<file path="config.mk">
export PLATFORM = sky130hd
export DESIGN_NAME = update_scheduler
export DESIGN_NICKNAME = d
export VERILOG_FILES = /design/src/rtl/update_scheduler_pkg.sv /design/src/rtl/update_scheduler_queue.sv /design/src/rtl/update_scheduler.sv
export SDC_FILE = /design/constraint.sdc
export NUM_CORES = 1
export LEC_CHECK = 0
export CAP_MARGIN = 40
export CORE_ASPECT_RATIO = 1.1
export CORE_UTILIZATION = 50
export DETAILED_ROUTE_END_ITERATION = 8
export PLACE_DENSITY = 0.74
export SLEW_MARGIN = 10
export SYNTH_ARGS = -nofsm -noshare
export SYNTH_HDL_FRONTEND = slang
export SYNTH_HIERARCHICAL = 1
export SYNTH_SLANG_ARGS = --single-unit
export TNS_END_PERCENT = 100
</file>
<file path="constraint.sdc">
create_clock -name clk -period 2.4 [get_ports clk]
set_input_delay 0.48 -clock clk [delete_from_list [all_inputs] [get_ports clk]]
set_output_delay 0.48 -clock clk [all_outputs]
set_load 0.01 [all_outputs]
</file>
<file path="src/rtl/update_scheduler_pkg.sv">
`default_nettype none
// ============================================================================
// Module   : upd_sched_pkg
// Brief    : Shared types, defaults and round-robin helper for update_scheduler
// Revision : 1.0 - initial release
// ============================================================================
package upd_sched_pkg;

  localparam int DEF_NREQ  = 4;
  localparam int DEF_W     = 8;
  localparam int DEF_DEPTH = 2;

  typedef enum logic [0:0] {
    IDLE = 1'b0,
    BUSY = 1'b1
  } sched_state_e;

  typedef logic [$clog2(DEF_NREQ)-1:0] req_idx_t;

  function automatic int next_rr(input int ptr, input int nreq);
    return (ptr + 1 >= nreq) ? 0 : ptr + 1;
  endfunction

endpackage
`default_nettype wire

</file>
<file path="src/rtl/update_scheduler_queue.sv">
`default_nettype none
// ============================================================================
// Module   : upd_queue
// Brief    : DEPTH x W synchronous FIFO with wrap-bit pointers and level output
// Revision : 1.0 - initial release
// ============================================================================
module upd_queue
  import upd_sched_pkg::*;
#(
  parameter int DEPTH = DEF_DEPTH,
  parameter int W     = DEF_W
) (
  input  logic                     clk,
  input  logic                     rst,
  input  logic                     push,
  input  logic                     pop,
  input  logic [W-1:0]             din,
  output logic [W-1:0]             dout,
  output logic                     full,
  output logic                     empty,
  output logic [$clog2(DEPTH):0]   level
);

  localparam int AW = $clog2(DEPTH);

  logic [AW:0]  wr_ptr_q, wr_ptr_d;
  logic [AW:0]  rd_ptr_q, rd_ptr_d;
  logic [W-1:0] mem_q [DEPTH];
  logic         push_ok;
  logic         pop_ok;

  // Pointers carry one extra wrap bit: equal -> empty, only MSB differs -> full.
  assign empty   = (wr_ptr_q == rd_ptr_q);
  assign full    = (wr_ptr_q[AW] != rd_ptr_q[AW]) && (wr_ptr_q[AW-1:0] == rd_ptr_q[AW-1:0]);
  assign level   = wr_ptr_q - rd_ptr_q;
  assign dout    = mem_q[rd_ptr_q[AW-1:0]];
  assign push_ok = push && !full;
  assign pop_ok  = pop && !empty;

  always_comb begin
    wr_ptr_d = wr_ptr_q;
    rd_ptr_d = rd_ptr_q;
    if (push_ok) wr_ptr_d = wr_ptr_q + 1'b1;
    if (pop_ok)  rd_ptr_d = rd_ptr_q + 1'b1;
  end

  always_ff @(posedge clk or posedge rst) begin
    if (rst) begin
      wr_ptr_q <= '0;
      rd_ptr_q <= '0;
    end else begin
      wr_ptr_q <= wr_ptr_d;
      rd_ptr_q <= rd_ptr_d;
    end
  end

  always_ff @(posedge clk) begin
    if (push_ok) mem_q[wr_ptr_q[AW-1:0]] <= din;
  end

endmodule
`default_nettype wire

</file>
<file path="src/rtl/update_scheduler.sv">
`default_nettype none
// ============================================================================
// Module   : update_scheduler
// Brief    : Round-robin serialisation of per-requester FIFO updates onto w_q
// Revision : 1.0 - initial release
// ============================================================================
module update_scheduler
  import upd_sched_pkg::*;
#(
  parameter int NREQ  = DEF_NREQ,
  parameter int W     = DEF_W,
  parameter int DEPTH = DEF_DEPTH
) (
  input  logic                     clk,
  input  logic                     rst,
  input  logic [NREQ-1:0]          req_valid,
  input  logic [NREQ*W-1:0]        req_data,
  output logic [NREQ-1:0]          req_ready,
  output logic [W-1:0]             w_q,
  output logic                     w_update,
  output logic [$clog2(NREQ)-1:0]  w_src,
  output logic                     settled
);

  localparam int IDX_W = $clog2(NREQ);
  localparam int LW    = $clog2(DEPTH) + 1;

  logic [NREQ-1:0]  push_vec;
  logic [NREQ-1:0]  pop_vec;
  logic [NREQ-1:0]  full_vec;
  logic [NREQ-1:0]  empty_vec;
  logic [W-1:0]     dout_arr  [NREQ];
  logic [LW-1:0]    level_arr [NREQ];

  logic             grant_valid;
  logic [IDX_W-1:0] grant_idx;
  logic             pending;
  int               idx;

  sched_state_e     state_q, state_d;
  logic [IDX_W-1:0] rr_ptr_q, rr_ptr_d;
  logic [W-1:0]     w_d;
  logic [IDX_W-1:0] w_src_q, w_src_d;
  logic             w_update_q, w_update_d;

  for (genvar i = 0; i < NREQ; i++) begin : g_queue
    upd_queue #(
      .DEPTH (DEPTH),
      .W     (W)
    ) u_queue (
      .clk   (clk),
      .rst   (rst),
      .push  (push_vec[i]),
      .pop   (pop_vec[i]),
      .din   (req_data[i*W +: W]),
      .dout  (dout_arr[i]),
      .full  (full_vec[i]),
      .empty (empty_vec[i]),
      .level (level_arr[i])
    );
  end

  assign req_ready = ~full_vec;
  assign push_vec  = req_valid & ~full_vec;

  // Scan from rr_ptr upward, wrapping, for the first queue holding an entry.
  always_comb begin
    grant_valid = 1'b0;
    grant_idx   = '0;
    idx         = 0;
    for (int k = 0; k < NREQ; k++) begin
      idx = int'(rr_ptr_q) + k;
      if (idx >= NREQ) idx = idx - NREQ;
      if (!grant_valid && !empty_vec[idx]) begin
        grant_valid = 1'b1;
        grant_idx   = IDX_W'(idx);
      end
    end
  end

  always_comb begin
    pop_vec = '0;
    pending = 1'b0;
    for (int i = 0; i < NREQ; i++) begin
      pop_vec[i] = grant_valid && (grant_idx == IDX_W'(i));
      if (push_vec[i] || (level_arr[i] > LW'(pop_vec[i]))) pending = 1'b1;
    end
  end

  // Stays BUSY while anything remains queued after this edge; IDLE otherwise.
  always_comb begin
    state_d    = pending ? BUSY : IDLE;
    rr_ptr_d   = rr_ptr_q;
    w_d        = w_q;
    w_src_d    = w_src_q;
    w_update_d = 1'b0;
    if (grant_valid) begin
      w_d        = dout_arr[grant_idx];
      w_src_d    = grant_idx;
      w_update_d = 1'b1;
      rr_ptr_d   = IDX_W'(next_rr(int'(grant_idx), NREQ));
    end
  end

  always_ff @(posedge clk or posedge rst) begin
    if (rst) begin
      state_q    <= IDLE;
      rr_ptr_q   <= '0;
      w_q        <= '0;
      w_src_q    <= '0;
      w_update_q <= 1'b0;
    end else begin
      state_q    <= state_d;
      rr_ptr_q   <= rr_ptr_d;
      w_q        <= w_d;
      w_src_q    <= w_src_d;
      w_update_q <= w_update_d;
    end
  end

  assign w_update = w_update_q;
  assign w_src    = w_src_q;
  assign settled  = (state_q == IDLE);

  a_settled_empty: assert property (@(posedge clk) disable iff (rst)
    settled |-> (&empty_vec));

  a_update_src: assert property (@(posedge clk) disable iff (rst)
    w_update |-> ($past(grant_idx) == w_src) && !$past(empty_vec[grant_idx]));

endmodule
`default_nettype wire

</file>
Yosys cells after proc, flatten, opt, wreduce, memory -nomap -nowiden
Memories as Yosys holds them, arrays and structs flattened. Index checks and enable logic that the tools add are counted.

Add/subtract/negate cells: 20. Magnitude comparators: 14. Equal/unequal tests: 15. Mux-type cells: 42. Bitwise operators: 4. Reductions and logical operators: 37.

Operators with widths (number): $lt A32 B4 Y1 const B (4); $mux W32 (4); $mux W1 (26); $logic_and A1 B1 Y1 (19); $add A2 B1 Y2 const B (8); $bmux W8 S2 (1); $mux W8 (2); $ge A3 B3 Y1 const B (5); $logic_not A1 Y1 (13); $sub A3 B3 Y4 const B (3); $mux W2 (5); $bmux W1 S2 (4); $eq A2 B2 Y1 (4); $gt A2 B1 Y1 (4); $sub A2 B2 Y2 (4); $add A2 B1 Y3 const B (2); $add A2 B2 Y3 const B (2); $and A4 B4 Y4 (1); $eq A1 B1 Y1 (4); $eq A2 B2 Y1 const B (2); $logic_or A1 B1 Y1 (4); $ne A1 B1 Y1 (4); $not A4 Y4 (1); $sub A2 B3 Y4 const B (1); 5 further kinds (5).

Flip-flop bits (word level): 30. Bits in writable memories: 64. Input port bits: 38. Output and inout port bits: 16. Logic and storage cells: 149. Memories: 4.

Memories: g_queue[0].u_queue.mem_q (words 2, bits a word 8, rd ports 1, clocked after Yosys merged registers in 0, wr ports 1, line update_scheduler_queue.sv:28) `logic [W-1:0] mem_q [DEPTH];`; g_queue[1].u_queue.mem_q (words 2, bits a word 8, rd ports 1, clocked after Yosys merged registers in 0, wr ports 1, line update_scheduler_queue.sv:28); g_queue[2].u_queue.mem_q (words 2, bits a word 8, rd ports 1, clocked after Yosys merged registers in 0, wr ports 1, line update_scheduler_queue.sv:28); g_queue[3].u_queue.mem_q (words 2, bits a word 8, rd ports 1, clocked after Yosys merged registers in 0, wr ports 1, line update_scheduler_queue.sv:28).

Longest topological paths before layout
Gate-level depths: netlist of the first run.

Depth in word-level cells: 24. Mapped depth: 14. Depth with buffers taken out: 13.

By module
Netlist of the first run, hierarchy kept.

By module, submodules not included: upd_queue (instances 4, cells each 52, area each 829.5 um^2, sequential area each 580.6 um^2); update_scheduler (instances 1, cells each 110, area each 1016.0 um^2, sequential area each 350.3 um^2).

Worst setup path after synthesis of the first run
Ideal clock, no wire load.

Path kind: register -> register. Start point: register g_queue[0].u_queue.wr_ptr_q[0]. End point: register state_q. Library setup time: 133 ps. Arrival: 2522 ps. Data required time: 2267 ps. Path slack: -255 ps. Stages on the path, launching flop included: 15. Path buffers: 1. Clock period less this slack: 2655 ps. Cell sequence: dfrtp_1 -> inv_1 -> ha_1 -> and2_2 -> nor2b_1 -> a211o_1 -> nand3_4 -> inv_2 -> buf_6 -> ha_1 -> and2_1 -> ha_1 -> o22ai_1 -> nor3_1 -> nand3_1.

Elaborated cells on any way between the ends: 55. Those cells by class: add/sub: 1; order compare: 4; eq/ne: 5; mux: 25; bitwise: 2; reduce/logical: 18.

RTL lines: start: declaration (line update_scheduler_queue.sv:26) `logic [AW:0] wr_ptr_q, wr_ptr_d;`; start signal: assignment (line update_scheduler_queue.sv:52) `wr_ptr_q <= wr_ptr_d;`; $eq A2 B2 Y1 (*) (line update_scheduler_queue.sv:33) `assign empty = (wr_ptr_q == rd_ptr_q);`; via empty_vec[0] (line update_scheduler.sv:31) `logic [NREQ-1:0] empty_vec;`; $bmux W1 S2 (line update_scheduler.sv:74) `if (!grant_valid && !empty_vec[idx]) begin`; $mux W1 (not written as such) (2 in a row) (line update_scheduler.sv:74); $logic_not A1 Y1 (line update_scheduler.sv:74); $logic_and A1 B1 Y1 (line update_scheduler.sv:74); $mux W1 (line update_scheduler.sv:74); $logic_not A1 Y1 (line update_scheduler.sv:74); (+5 left out); $eq A2 B2 Y1 (line update_scheduler.sv:85) `pop_vec[i] = grant_valid && (grant_idx == IDX_W'(i));`; $logic_and A1 B1 Y1 (*) (line update_scheduler.sv:85); via pop_vec[3] (line update_scheduler.sv:29) `logic [NREQ-1:0] pop_vec;`; $gt A2 B1 Y1 (*) (line update_scheduler.sv:86) `if (push_vec[i] || (level_arr[i] > LW'(pop_vec[i]))) pending = 1'b1;`; $logic_or A1 B1 Y1 (*) (line update_scheduler.sv:86); $mux W1 (*) (line update_scheduler.sv:86); via pending (line update_scheduler.sv:37) `logic pending;`; $mux W1 (*) (line update_scheduler.sv:92) `state_d = pending ? BUSY : IDLE;`; end signal: assignment (line update_scheduler.sv:113) `state_q <= state_d;`; end: declaration (line update_scheduler.sv:40) `sched_state_e state_q, state_d;`.

The timed path passes the listed nets; every way through them passes the cells marked *. The select of a mux whose other input is x is not followed. A chain may end at the register's enable or synchronous reset.

Worst setup path in the final report of the first run
Start point: register g_queue[0].u_queue.rd_ptr_q[0]. End point: register w_q[2].

Word-level cells in the longest chain between the ends: 17. Elaborated cells on any way between the ends: 34. Those cells by class: eq/ne: 1; mux: 23; bitwise: 1; reduce/logical: 8; memory: 1.

RTL lines: start: declaration (line update_scheduler_queue.sv:27) `logic [AW:0] rd_ptr_q, rd_ptr_d;`; start signal: assignment (line update_scheduler_queue.sv:53) `rd_ptr_q <= rd_ptr_d;`; $eq A2 B2 Y1 (*) (line update_scheduler_queue.sv:33); via empty_vec[0] (line update_scheduler.sv:31); $bmux W1 S2 (line update_scheduler.sv:74); $mux W1 (not written as such) (2 in a row) (line update_scheduler.sv:74); $logic_not A1 Y1 (line update_scheduler.sv:74); $logic_and A1 B1 Y1 (line update_scheduler.sv:74); $mux W1 (line update_scheduler.sv:74); $logic_not A1 Y1 (line update_scheduler.sv:74); $logic_and A1 B1 Y1 (line update_scheduler.sv:74); $mux W1 (line update_scheduler.sv:74); $logic_not A1 Y1 (line update_scheduler.sv:74); $logic_and A1 B1 Y1 (line update_scheduler.sv:74); $mux W2 (line update_scheduler.sv:74); $not A2 Y3 (not written as such) (line update_scheduler.sv:98) `w_d = dout_arr[grant_idx];`; $bmux W8 S2 (line update_scheduler.sv:98); $mux W8 (not written as such) (2 in a row) (line update_scheduler.sv:98); end signal: assignment (line update_scheduler.sv:115) `w_q <= w_d;`; end: declaration (line update_scheduler.sv:19) `output logic [W-1:0] w_q,`.

Marks and branches as above.

==> run metrics, run 1 <==
Synth area leader=edfxtp_1; Slew HR=62.1%; outcome=finished, violations left; flops & latches, synth=94; failing checks=setup timing; post-route ant nets=0; CP Capture Type=flip-flop; GR Util All Layers=20.4%; global-route wire length before repair=13,700 µm; Worst Setup Start Kind=flip-flop; clock sinks=94; Seq/Total Area, Yosys=61.7%; final wirelength=8570 µm; Ys Warns=6; min Tclk post-route=2410 ps; Slew Viols, Final=0; library cells used by synthesis=40; Final Util=65.8%; PnR worst setup slack=-12.6 ps; DRC=0; register area=0.00267 mm²; hold crit path type=primary input to async pin; Layout Skew=10.8 ps; layout cells sized above 1=30.2%; R2R Setup Slk=-10 ps; total gr overflow=0; DR iter-0 viols=147; Max-Cap Viols=0; unrepaired setup endpoints after global routing=true; mapped cell area=0.00433 mm²; area of the multi-input gates=0.00165 mm²; TritonRoute pass-1 iters=4; synth top area cells=edfxtp_1 44%, dfrtp_1 17%, mux2_2 8.3%; fraction of registers with async set/reset=31.9%; Routed WL per cell=16.4 µm; CP arrival=2650 ps; CTS tree=built; Ports=54; Required @ worst endpoint=2640 ps; # setup viols final=1; H-tree levels=3; syn avg cell area=13.6 µm²; Synth top area share=44.3%; final hold violations=0; Max Clk Rate=414 MHz; Port Buffer Count=53; vias in the first global route=2,907; Starting Density=51.5%; total core area=0.00841 mm²; Std-Cell Rows=35; worst-margin pin slew=568 ps; Setup TNS Final=-12.6 ps; FILL cells=635; # nets final=452; Clock transition at path regs=100 ps; ys flop type=edfxtp_1; most frequent cells in the layout=64 x edfxtp_1, 50 x clkdlybuf4s50_1, 32 x mux2_2, 32 x buf_4, 30 x dfrtp_1; worst-path fanout max=6; chip height=99.6 µm; largest net degree at the start of global routing=19; number of synthesized flops with an enable pin=64; die width=90.8 µm; final period utilization=101%; Gate Count Post-Synth=318; placed wire-length estimate=6300 µm; routed vias=2,733; die footprint=0.00904 mm²; post-synth net total=365; Post-CTS Hold Buffers=0; vias per std cell=5.25; CTS Root Cell=clkbuf_8; commonest non-fill, non-tap cell in the layout=edfxtp_1; CTS Buf Count=9; # diodes=0; antenna violations before repair=0; Syn-to-layout area delta=27.7%; GP Congestion=0.832; clk_lat worst skew=360 ps; critical path class=flip-flop to flip-flop; Clock Tree Buf Depth=2
-- critical path, cell delays in order (launching register included) --
cell	delay (ps)
dfrtp_1	420
ha_4	310
and2_4	150
and2b_2	240
nor3b_2	170
o22a_2	250
buf_4	130
buf_4	110
buf_4	160
mux2i_2	240
a22oi_1	110
-- final timing paths --
| path | cells after the start | start | to |
|---|---|---|---|
| worst max-delay path | 10 | g_queue[0].u_queue/rd_ptr_q[0] | w_q[2] |
| worst min-delay path | 2 | rst | g_queue[1].u_queue/wr_ptr_q[1] |
| worst max register to register | 10 | g_queue[0].u_queue/rd_ptr_q[0] | w_q[2] |
| worst min register to register | 1 | w_src[1] | w_src[1] |
| max in group asynchronous | 2 | rst | w_q[1] |
| min in group clk | 1 | w_src[1] | w_src[1] |
-- cells by family after synthesis --
group	synth area share, %
xor gates and xnor gates	3.93
muxes	11.8
adders and majority gates	2.60
AOI/OAI and AO/OA	7.59
and+or+nand+nor	8.89
buffers and inverters	3.55
DFF	61.7
-- layer usage --
layer  global-route usage (%)  wire [µm]
met4                     10.6        147
met2                     35.5       4510
met1                     24.4       3630
met3                     3.44        287
met5                        0          0
-- Yosys cell counts (3+ instances only) --
library cell   n
a21boi_2       4
a21oi_1        3
a221oi_1       4
a22oi_1        8
and2_1         8
and2_2         4
buf_2          6
dfrtp_1       30
edfxtp_1      64
ha_1           9
inv_1         23
mux2_2        32
mux2i_1       15
nand2_1       18
nand2b_1       4
nand3_1        6
nor2_1        22
nor2b_1        5
o21ai_0        9
o21ai_2        5
o31ai_1        4
xnor2_1        8
xnor2_2        4
xor2_1         4
-- final cells by class --
type	count	area share (%)
clock buffer	10	2.31
clock inverter	6	0.995
inverter	24	1.81
multi-input combinational	190	29.8
sequential	94	48.3
tap	111	2.51
timing repair buffer	86	14.3
-- flip-flops by register name (all words and copies together), names as in the netlist --
register	count
g_queue.u_queue/rd_ptr_q	8
g_queue.u_queue/mem_q	64
w_src	2
w_update	1
rr_ptr_q	2
g_queue.u_queue/wr_ptr_q	8
w_q	8
state_q	1
-- metrics by stage --
stage               hold WS, ps  area (µm²)  setup slack, ps  std cells
finish                      473        5530            -12.6        521
global route                483        5530             -116        521
CTS                         460        5390             4.63        516
detailed placement          506        5190             18.9        499
global placement            499        5190             76.5        499
floorplan                   246        4390             7.74        318
-- what timing repair did --
action / 4_1_cts / 5_1_grt
setup buffers: 1 / 6
gates cloned: 0 / 0
resized for setup: 5 / 21
pin swaps: 1 / 7
setup endpoints to repair: 4 / 4
Power of run 1 is left out: the tool's default activity adds up to more than one toggle a clock period on the data nets, which glitch-free logic cannot reach.
==> run 2, diff against run 1 <==
GPL_ROUTABILITY_DRIVEN = 0   (was default)
REMOVE_ABC_BUFFERS = 1   (was default)
==> run 2 against run 1 <==
Net effect:
- the run still ends with setup timing left
- final cell count up 2.9%
- sequential share of layout area fell by 0.64 points
- global-route usage rose by 0.41 points
- clock skew up 4.7 ps
- wire length up 3.9%
- non-clock buffer count rose by 15
- register-to-register slack is essentially flat
- critical path depth increased by 1
- cell area up 1.3%
- fmax is essentially flat
- highest routed layer unchanged
- core utilization is 0.88 points higher
- setup slack improved by 1.6 ps
==> run metrics, run 2 (synthesis gave the netlist of run 1 again) <==
final wirelength=8900 µm; CP Capture Type=flip-flop; routed vias=2,804; vias per std cell=5.23; Starting Density=51.5%; CTS tree=built; GR Util All Layers=20.8%; TritonRoute pass-1 iters=4; total core area=0.00841 mm²; unrepaired setup endpoints after global routing=true; DRC=0; failing checks=setup timing; Clock transition at path regs=100 ps; DR iter-0 viols=153; clock sinks=94; Clock Tree Buf Depth=2; post-placement cell count=508; most frequent cells in the layout=64 x edfxtp_1, 49 x clkdlybuf4s50_1, 45 x buf_4; # nets final=467; Slew HR=63.3%; Post-Layout Cell Count=536; die width=90.8 µm; FILL cells=629; Setup TNS Final=-10.9 ps; Std-Cell Rows=35; largest net degree at the start of global routing=18; max reg flops=64; min Tclk post-route=2410 ps; final hold violations=0; Max Clk Rate=415 MHz; Port Buffer Count=53; worst-margin pin slew=550 ps; Syn-to-layout area delta=29.4%; PnR worst setup slack=-10.9 ps; CTS Buf Count=9; Final Instance Area=0.00561 mm²; total gr overflow=0; layout cells sized above 1=31.8%; Required @ worst endpoint=2640 ps; Post-Place Worst Slack=-143 ps; vias in the first global route=2,939; Max-Cap Viols=0; chip height=99.6 µm; worst-path fanout max=4; commonest non-fill, non-tap cell in the layout=edfxtp_1; Post-CTS Hold Buffers=0; # setup viols final=1; hold crit path type=flip-flop to flip-flop; global-route wire length before repair=14,100 µm; H-tree levels=3; antenna violations before repair=0; post-route ant nets=0; Worst Setup Start Kind=flip-flop; Slew Viols, Final=0; CP arrival=2650 ps; # diodes=0; final period utilization=100%; Placed Area=0.00521 mm²; outcome=finished, violations left; Routed WL per cell=16.6 µm; CTS Root Cell=clkbuf_8; placed wire-length estimate=6480 µm; critical path class=flip-flop to flip-flop; clk_lat worst skew=370 ps; Ports=54; die footprint=0.00904 mm²; Layout Skew=15.5 ps
run 2: critical path, stage by stage (launching register included):
cell	delay [ps]
dfrtp_1	420
ha_4	280
and2_4	140
and2b_2	240
nor3b_2	150
o22a_2	200
buf_4	140
nor3_2	40
ha_1	290
o22ai_1	70
nor3_1	210
nand3_1	100
run 2: repair_timing:
item / CTS / global route
pin swaps: 4 / 8
gates resized for setup: 20 / 16
buffers inserted: 5 / 7
endpoints found under the hold margin: 0 / 0
setup endpoints to repair: 5 / 2
run 2: layer usage:
| metal | wire, µm | GRT usage (%) | part of all wire, % | up-vias |
|---|---|---|---|---|
| met5 | 0 | 0 | 0 | - |
| met3 | 371 | 4.05 | 4.2 | 22 |
| li1 | - | - | - | 1347 |
| met1 | 3790 | 26.3 | 43 | 1361 |
| met4 | 291 | 9.65 | 3.3 | 0 |
| met2 | 4450 | 34.8 | 50 | 74 |
run 2: final timing paths:
kind / startpoint / to / slack, ps / cells after the start
min in group asynchronous: rst / g_queue[2].u_queue/rd_ptr_q[1] / 490 / 2
max reg2reg: g_queue[0].u_queue/rd_ptr_q[0] / state_q / -10 / 11
min: w_src[1] / w_src[1] / 480 / 1
max: g_queue[0].u_queue/rd_ptr_q[0] / state_q / -10 / 11
min reg2reg: w_src[1] / w_src[1] / 480 / 1
max in group asynchronous: rst / rr_ptr_q[1] / 1360 / 2
run 2: per-stage QoR:
step / hold WS, ps / util (%)
final: 484 / 66.7
after global routing: 489 / 66.7
after CTS: 486 / 65.0
after detailed placement: 464 / 62.0
after global placement: 460 / 62.0
after floorplan: 246 / -
run 2: cell type report:
class                   instances  area (µm²)  share of cell area, %
well taps                     111         139                   2.48
clock buffers                  10         128                   2.28
multi-input cells             190        1610                   28.8
flip-flops and latches         94        2670                   47.7
repair buffers                101         906                   16.2
inverters                      24        95.1                   1.70
clock inverters                 6        53.8                  0.960
Power of run 2 is left out for the same reason.
==> patch, RTL diff (config.mk and constraints of run 1) <==
Reset style: synchronous (`rst`), changed in 2 clocked blocks.
--- a/src/rtl/update_scheduler_queue.sv
+++ b/src/rtl/update_scheduler_queue.sv
@@ -45,5 +45,5 @@
   end
 
-  always_ff @(posedge clk or posedge rst) begin
+  always_ff @(posedge clk) begin
     if (rst) begin
       wr_ptr_q <= '0;
--- a/src/rtl/update_scheduler.sv
+++ b/src/rtl/update_scheduler.sv
@@ -103,5 +103,5 @@
   end
 
-  always_ff @(posedge clk or posedge rst) begin
+  always_ff @(posedge clk) begin
     if (rst) begin
       state_q    <= IDLE;
Check against the original RTL: differs if rst is asserted again (counterexample within 4 cycles, from zero or initial values and one cycle with rst high); with rst held inactive, the same outputs for 4 cycles.
==> patch against run 1 <==
- setup slack better by 0.030 ns
- core utilization is 0.32 points lower
- synthesized cell count is 20% higher
- sequential cell count is 4 higher
- critical path depth is 3 higher
- sequential share of layout area is 4.0 points lower
- cell area is 6.6% higher
- count of clock-buffer cells in the layout is 1 higher
- clock skew is 0.0032 ns higher
- synthesized area is 8.6% higher
- routed wire length is 18% higher
- critical endpoint is now state_q
- largest cell class unchanged
- highest routed layer unchanged
==> patch: results (changes against run 1) <==
Status
  – Outcome: finished, final reports clean (was complete, but fails checks)

Yosys
  – Asr flop ratio synth: 0 (was 0.3191)
  – Synth Area in XOR/XNOR: 0.02126 (was 0.03926)
  – Avg Cell Area, Syn: 12.29 µm² (was 13.63 µm²)
  – Compound-gate portion of the synthesized area: 0.1090 (was 0.07592)
  – Distinct cell type count after synthesis: 48 (was 40)
  – Area contributors post-synth: edfxtp_1 (41%), dfxtp_1 (14%), mux2_2 (7.7%), mux2i_1 (3.4%), nor2_1 (2.6%) (was edfxtp_1 (44%), dfrtp_1 (17%), mux2_2 (8.3%), mux2i_1 (3.5%), ha_1 (2.6%))

Layout
  – # fillers: 695 (was 635)
  – Layout Cells excl Fill: 579 (was 521)
  – Nets: 507 (was 452)

STA
  – # setup viols final: 0 (was 1)
  – Setup Skew: 0.01401 ns (was 0.01081 ns)
  – Minimum hold slack: 0.5164 ns (was 0.4726 ns)

Setup path
  – Critical path origin: g_queue[0].u_queue/wr_ptr_q[0] (was g_queue[0].u_queue/rd_ptr_q[0])
  – Arrival time worst endpoint: 2.60 ns (was 2.65 ns)
  – Worst r2r path cells: 13 (was 10)
  – Crit Reg-Reg Endpoint: state_q (was w_q[2])

Route
  – 1st-iter DRT viols: 142 (was 147)
  – Wire length on met2: 5208 µm (was 4507 µm)
  – WL met1: 4171 µm (was 3626 µm)
  – Wirelength per Cell: 17.39 µm (was 16.45 µm)

Place
  – Placed cells: 561 (was 499)
  – Dpl cell area: 0.005577 mm² (was 0.005190 mm²)

Global routing
  – Grt met1 use: 0.2585 (was 0.2439)
  – All-Layer GR Usage: 0.2162 (was 0.2039)
==> patch: cell types whose count changed after synthesis, sizes merged, moves of 6 or more <==
cell / before / now
a21oi: 3 / 15
a22oi: 8 / 0
and2: 12 / 5
dfrtp: 30 / 0
dfxtp: 0 / 34
nand4: 0 / 13
nor2: 22 / 33
nor3b: 1 / 8
o211ai: 0 / 8
o21ai: 14 / 8
o311ai: 0 / 8
==> patch: critical path: stages (launching register included) <==
cell and delay [ns]:
dfxtp_2 0.35, inv_2 0.06, ha_4 0.23, and2_4 0.15, or2_4 0.26, a21oi_4 0.13
a211o_4 0.15, inv_6 0.05, ha_4 0.15, and2_4 0.15, ha_4 0.26, o22ai_2 0.05
nor3_2 0.16, a31oi_1 0.09
==> patch: logic make-up (layout without fill, tap and decap cells) <==
group	count (synthesis)	in the layout
buffers and inverters	40	122
AO/OA/AOI/OAI	61	61
flip-flops	98	98
adder cells (fa/ha/maj)	9	9
XOR/XNOR	8	8
multiplexers	48	48
AND/OR/NAND/NOR	119	119
==> patch: how the worst min path moves through the flow <==
stage             start        to  depth (start not counted)
4_1_cts        w_src[1]  w_src[1]                          2
5_1_grt        w_src[1]  w_src[1]                          2
3_3_place_gp   w_src[1]  w_src[1]                          2
3_5_place_dp   w_src[1]  w_src[1]                          2
6_report       w_src[0]  w_src[0]                          2
2_1_floorplan  w_src[1]  w_src[1]                          2
==> patch: layout make-up <==
type                    instances  area, µm²  share of cell area
well taps                     114      142.6             0.02418
clock inverters                 5      103.9             0.01760
clock buffers                  11      131.4             0.02227
inverters                      23      91.34             0.01548
flip-flops and latches         98       2614              0.4431
repair buffers                 83      745.7              0.1264
multi-input cells             245       2071              0.3510
